[src/rtl/rr_arbiter_if.sv]
`default_nettype none
// ---------------------------------------------------------------------------
// rr_arbiter_if : request/grant bundle between requesters and rr_arbiter
// Rev 1.0
// ---------------------------------------------------------------------------
interface rr_arbiter_if #(
  parameter int N   = 4,
  parameter int IDW = (N > 1) ? $clog2(N) : 1
);
  logic [N-1:0]   req;
  logic [N-1:0]   gnt;
  logic           gnt_valid;
  logic [IDW-1:0] gnt_id;
  logic           preempt;

  modport master (output req, input gnt, gnt_valid, gnt_id, preempt);
  modport slave  (input req, output gnt, gnt_valid, gnt_id, preempt);
endinterface
`default_nettype wire

[src/rtl/rr_arbiter.sv]
`default_nettype none
// ---------------------------------------------------------------------------
// rr_arbiter : N-way round-robin arbiter with registered one-hot grant and
//              max-hold preemption (only when another requester waits)
// Rev 1.0
// ---------------------------------------------------------------------------
module rr_arbiter #(
  parameter int N        = 4,
  parameter int MAX_HOLD = 16
) (
  input  logic        clk,
  input  logic        rst,
  rr_arbiter_if.slave bus
);

  localparam int IDW = $clog2(N);
  localparam int HW  = $clog2(MAX_HOLD + 1);
  localparam logic [IDW-1:0] C_LAST = IDW'(N - 1);
  localparam logic [HW-1:0]  C_HMAX = HW'(MAX_HOLD);

  typedef enum logic [0:0] {
    ST_IDLE  = 1'b0,
    ST_GRANT = 1'b1
  } state_t;

  state_t         state_q, state_d;
  logic [N-1:0]   gnt_q, gnt_d;
  logic [IDW-1:0] id_q, id_d;
  logic [IDW-1:0] ptr_q, ptr_d;
  logic [HW-1:0]  hold_q, hold_d;
  logic           preempt_q, preempt_d;

  logic [N-1:0]   w_others;
  logic           w_owner_req;
  logic [IDW-1:0] w_next;
  logic [IDW-1:0] w_start;
  logic [N-1:0]   w_vec;
  logic           w_found;
  logic [IDW-1:0] w_sel;
  logic           w_do_grant;

  // Circular first-set search starting at 'start'; returns {found, index}.
  function automatic logic [IDW:0] pick(input logic [IDW-1:0] start,
                                        input logic [N-1:0]   vec);
    logic           found;
    logic [IDW-1:0] idx;
    logic [IDW-1:0] pos;
    found = 1'b0;
    idx   = '0;
    for (int k = 0; k < N; k++) begin
      pos = IDW'((int'(start) + k) % N);
      if (!found && vec[pos]) begin
        found = 1'b1;
        idx   = pos;
      end
    end
    return {found, idx};
  endfunction

  assign w_others    = bus.req & ~gnt_q;
  assign w_owner_req = |(bus.req & gnt_q);
  assign w_next      = (id_q == C_LAST) ? '0 : id_q + IDW'(1);
  assign w_start     = (state_q == ST_IDLE) ? ptr_q   : w_next;
  assign w_vec       = (state_q == ST_IDLE) ? bus.req : w_others;
  assign {w_found, w_sel} = pick(w_start, w_vec);

  always_comb begin
    state_d    = state_q;
    gnt_d      = gnt_q;
    id_d       = id_q;
    ptr_d      = ptr_q;
    hold_d     = hold_q;
    preempt_d  = 1'b0;
    w_do_grant = 1'b0;

    case (state_q)
      ST_IDLE: begin
        w_do_grant = w_found;
      end
      ST_GRANT: begin
        if (!w_owner_req) begin
          if (w_found) begin
            w_do_grant = 1'b1;
          end else begin
            state_d = ST_IDLE;
            gnt_d   = '0;
            hold_d  = '0;
          end
        end else if (hold_q == C_HMAX && w_found) begin
          w_do_grant = 1'b1;
          preempt_d  = 1'b1;
        end else if (hold_q != C_HMAX) begin
          hold_d = hold_q + HW'(1);
        end
      end
      default: state_d = ST_IDLE;
    endcase

    if (w_do_grant) begin
      state_d       = ST_GRANT;
      gnt_d         = '0;
      gnt_d[w_sel]  = 1'b1;
      id_d          = w_sel;
      ptr_d         = (w_sel == C_LAST) ? '0 : w_sel + IDW'(1);
      hold_d        = HW'(1);
    end
  end

  always_ff @(posedge clk) begin
    if (rst) begin
      state_q   <= ST_IDLE;
      gnt_q     <= '0;
      id_q      <= '0;
      ptr_q     <= '0;
      hold_q    <= '0;
      preempt_q <= 1'b0;
    end else begin
      state_q   <= state_d;
      gnt_q     <= gnt_d;
      id_q      <= id_d;
      ptr_q     <= ptr_d;
      hold_q    <= hold_d;
      preempt_q <= preempt_d;
    end
  end

  assign bus.gnt       = gnt_q;
  assign bus.gnt_valid = |gnt_q;
  assign bus.gnt_id    = id_q;
  assign bus.preempt   = preempt_q;

endmodule
`default_nettype wire

[src/flat_wrapper.sv]
// flat-port wrapper written by rule: the top's interface ports become plain ports
module rr_arbiter_flat 
#(
  parameter int N        = 4,
  parameter int MAX_HOLD = 16
)
  (clk, rst, bus_req, bus_gnt, bus_gnt_valid, bus_gnt_id, bus_preempt);
  rr_arbiter_if #(.N(N)) bus_i ();
  input  logic clk;
  input  logic rst;
  input wire logic [$bits(bus_i.req)-1:0] bus_req;
  output wire logic [$bits(bus_i.gnt)-1:0] bus_gnt;
  output wire logic [$bits(bus_i.gnt_valid)-1:0] bus_gnt_valid;
  output wire logic [$bits(bus_i.gnt_id)-1:0] bus_gnt_id;
  output wire logic [$bits(bus_i.preempt)-1:0] bus_preempt;
  assign bus_i.req = bus_req;
  assign bus_gnt = bus_i.gnt;
  assign bus_gnt_valid = bus_i.gnt_valid;
  assign bus_gnt_id = bus_i.gnt_id;
  assign bus_preempt = bus_i.preempt;
  rr_arbiter #(.N(N), .MAX_HOLD(MAX_HOLD)) u_core (.clk(clk), .rst(rst), .bus(bus_i));
endmodule
[config.mk]
export PLATFORM = sky130hd
export DESIGN_NAME = rr_arbiter_flat
export DESIGN_NICKNAME = d
export VERILOG_FILES = /design/src/rtl/rr_arbiter_if.sv /design/src/rtl/rr_arbiter.sv /design/src/flat_wrapper.sv
export SDC_FILE = /design/constraint.sdc
export NUM_CORES = 1
export LEC_CHECK = 0
export BUFFER_PORTS_ARGS = -buffer_cell sky130_fd_sc_hd__buf_4
export CAP_MARGIN = 20
export CORE_AREA = 2 2 44 46
export DETAILED_ROUTE_END_ITERATION = 16
export DIE_AREA = 0 0 46 48
export PLACE_DENSITY = 0.76
export SETUP_SLACK_MARGIN = 0.5
export SLEW_MARGIN = 10
export SYNTH_ARGS = -nofsm -noshare
export SYNTH_HDL_FRONTEND = slang
export SYNTH_SLANG_ARGS = --single-unit
[constraint.sdc]
create_clock -name clk -period 3.8 [get_ports clk]
set_clock_uncertainty 0.15 [all_clocks]
set_input_delay 0.38 -clock clk [delete_from_list [all_inputs] [get_ports clk]]
set_output_delay 0.38 -clock clk [all_outputs]
set_load 0.05 [all_outputs]
==> results summary <==
The flow ran to the end, and the final reports show no timing, DRC or antenna violations. CTS placed an instance of sky130_fd_sc_hd__clkbuf_4 at the clock tree root. The clock tree buffer depth came out at 2. The critical path is of the register to register type.

The number of instances in the synthesized netlist is 109. The core footprint came out at 1690 µm². At the pin with the least slew margin, the transition time is 549 ps. The DRC violation count after routing came out at 0. The top-area cell type share of the netlist area came out at 32.3%. The total global routing track utilization came out at 21.8%. Once the clock tree was built, the setup fixing pass inserted 0 buffers. The critical path launch point type is a register. The global-route wire length before repair came out at 3.45 mm. For this design the ratio of total power to cell area is 653 nW/µm². The antenna cell count came out at 0. The overall power after layout came out at 0.688 mW. The mean area per synthesized cell is 8.53 µm². Sorting the synthesized cells by area gives the leading types as sky130_fd_sc_hd__dfxtp_1 (32%), sky130_fd_sc_hd__ha_1 (8.1%), sky130_fd_sc_hd__nor2_1 (5.7%). The row count came out at 15.

The final critical-path share of the clock period came out at 65.0%. In this run, post-CTS hold repair placed 0 buffers. The worst endpoint data arrival time is 2490 ps. sky130_fd_sc_hd__dfxtp_1 takes more of the synthesized area than any other cell. The clock drives 15 sinks. The relative area change from synthesis to final layout is 13.3%. The number of register bits inferred by synthesis came out at 15. The mean number of vias per cell came out at 6.40.

The final wirelength came out at 2.01 mm. In this run, CTS created clock tree buffers numbering 3. The Yosys step of the flow raised 0 warnings. The post-synthesis async set-or-reset flop share is 0%. The max-slew violation count is 0. The maximum level of the CTS H-tree is 1. The total count of hold-check failures in the final report came to 0. The highest ir drop seen on vdd came out at 0.520 mV. The count of endpoints failing setup in the final report came out at 0. For this configuration, the core starts out at a cell density of 55.0%.

Setup repair after global routing left no endpoint under its margin. The first-iteration detailed-routing DRC count came out at 24. The die span in x is 46 µm. In this run the tightest slew margin relative to its limit is 63.0%.

The post-detailed-route count of antenna-violating nets is 0. The via count came out at 890. The layout cell share with drive strength beyond 1 came out at 18.0%. After synthesis, the most frequently instantiated cells are sky130_fd_sc_hd__dfxtp_1 (15), sky130_fd_sc_hd__nor2_1 (14), sky130_fd_sc_hd__a21oi_1 (8). For this run, the register share of the synthesized area comes to 32.3%. The post-synthesis cell type count is 36. The clock latency on the worst-skew pair is 280 ps.

The placed wire-length estimate after detailed placement is 1.52 mm. The number of antenna violations at the first check in global routing was 0. The count of cells resized by post-cts repair is 0.

The timing-limited maximum frequency came out at 0.405 GHz. The maximum fanout along the worst path came out at 16. The die footprint came out at 2210 µm². The via count of the first global-routing pass came out at 755. The pin count of the biggest net entering global routing is 17. The count of maximum capacitance violations came out at 0. The final worst hold slack is 237 ps. The final layout contains 135 nets. The critical path endpoint category is a register. The number of enable flip-flop cells after synthesis is 0. The clock period minus worst slack is 2470 ps. The die height came out at 48 µm.

The I/O pin count is 14. Global routing finished with a remaining overflow of 0. The leakage power of the design came out at 0.431 nW. The setup TNS came out at 0 ps.

After detailed routing, the average wire length per cell comes to 14.4 µm. The leading register cell type out of synthesis is sky130_fd_sc_hd__dfxtp_1. The total nets after synthesis is 121. The dominant cell by count in the synthesized netlist is sky130_fd_sc_hd__dfxtp_1. TritonCTS built the clock tree. Data on the critical path is required at its endpoint by 3820 ps.

Before antenna repair, the detailed router went through 4 iterations. The worst hold path belongs to the class input port to register. The synthesized area is 930 µm². The port buffer count is 13. The last weighted congestion value of the routability-driven placer came out at 0.941.

The clock transition time at the flip-flop clock pins of the worst setup and hold paths is 80 ps.
==> power by group <==
group	switching, mW	total [mW]	internal, mW	leakage (nW)
Sequential	0.0456	0.234	0.189	0.123
Combinational	0.233	0.365	0.132	0.293
Clock	0.0478	0.0885	0.0407	0.0150
Total	0.327	0.688	0.361	0.431
==> placed cells by master (no fill, tap or decap), types with 2 or more instances in the layout <==
cell,n
sky130_fd_sc_hd__nor3b_1,2
sky130_fd_sc_hd__nand3_1,2
sky130_fd_sc_hd__buf_4,13
sky130_fd_sc_hd__nand2_1,7
sky130_fd_sc_hd__nor2_1,14
sky130_fd_sc_hd__dfxtp_1,15
sky130_fd_sc_hd__or3_1,2
sky130_fd_sc_hd__inv_1,6
sky130_fd_sc_hd__a41oi_1,2
sky130_fd_sc_hd__ha_1,6
sky130_fd_sc_hd__o221ai_1,2
sky130_fd_sc_hd__o21ai_0,4
sky130_fd_sc_hd__or4_1,2
sky130_fd_sc_hd__a32oi_1,5
sky130_fd_sc_hd__a311oi_1,4
sky130_fd_sc_hd__nand2b_1,5
sky130_fd_sc_hd__a21oi_1,8
sky130_fd_sc_hd__a21boi_0,3
sky130_fd_sc_hd__clkbuf_4,3
==> per-layer routing <==
metal  global-route usage [%]  wire length (µm)  up-vias
met5                        0                 0        -
met4                     6.86                14        0
met3                     4.53               110        2
met2                     30.6               912       20
met1                     33.0               969      427
li1                         -                 -      441
==> state kept, by name (all words and copies together), names as in the netlist <==
| name | flops |
|---|---|
| u_core.hold_q | 5 |
| u_core.bus.gnt | 4 |
| u_core.bus.gnt_id | 2 |
| u_core.ptr_q | 2 |
| u_core.bus.preempt | 1 |
| u_core.state_q | 1 |
==> metrics by stage <==
stage	instance area [µm²]	cells	utilization [%]	setup WS, ps
6_report	1050	139	62.4	1330
5_1_grt	1050	139	62.4	1170
4_1_cts	1050	139	62.4	1340
3_5_place_dp	1030	135	60.8	1340
3_3_place_gp	1030	135	60.8	1420
2_1_floorplan	930	109	-	1360
==> logic make-up (layout without fill, tap and decap cells) <==
kind of cell | count (synthesis) | in the layout | share of synthesized area (%)
compound gates | 37 | 37 | 30.7
simple gates | 37 | 37 | 20.2
flops | 15 | 15 | 32.3
buf+inv | 11 | 24 | 5.11
fa+ha+maj | 6 | 6 | 8.08
mux | 2 | 2 | 2.69
xor+xnor | 1 | 1 | 0.942
==> worst max-delay path, stage by stage (launching register included) <==
cell                      delay (ps)
sky130_fd_sc_hd__dfxtp_1         630
sky130_fd_sc_hd__mux2i_1         410
sky130_fd_sc_hd__mux2_4          340
sky130_fd_sc_hd__a211o_2         380
sky130_fd_sc_hd__inv_2           100
sky130_fd_sc_hd__ha_1            230
sky130_fd_sc_hd__nand2_1          60
sky130_fd_sc_hd__a21oi_1          60
==> worst paths after layout <==
check / startpoint / endpoint / slack, ps / cells past startpoint
hold / removal: rst / u_core.ptr_q[0] / 240 / 2
setup / recovery: u_core.state_q / u_core.ptr_q[1] / 1330 / 7
setup reg to reg: u_core.state_q / u_core.ptr_q[1] / 1330 / 7
hold reg to reg: u_core.hold_q[4] / u_core.hold_q[4] / 370 / 1
==> final cells by class <==
class,count,area (µm²)
clock buffers,4,26.3
repair buffers,13,97.6
multi-input cells,83,582
well taps,17,21.3
inverters,7,26.3
fillers,155,636
flip-flops and latches,15,300
Power figures use the tool's default switching activity.
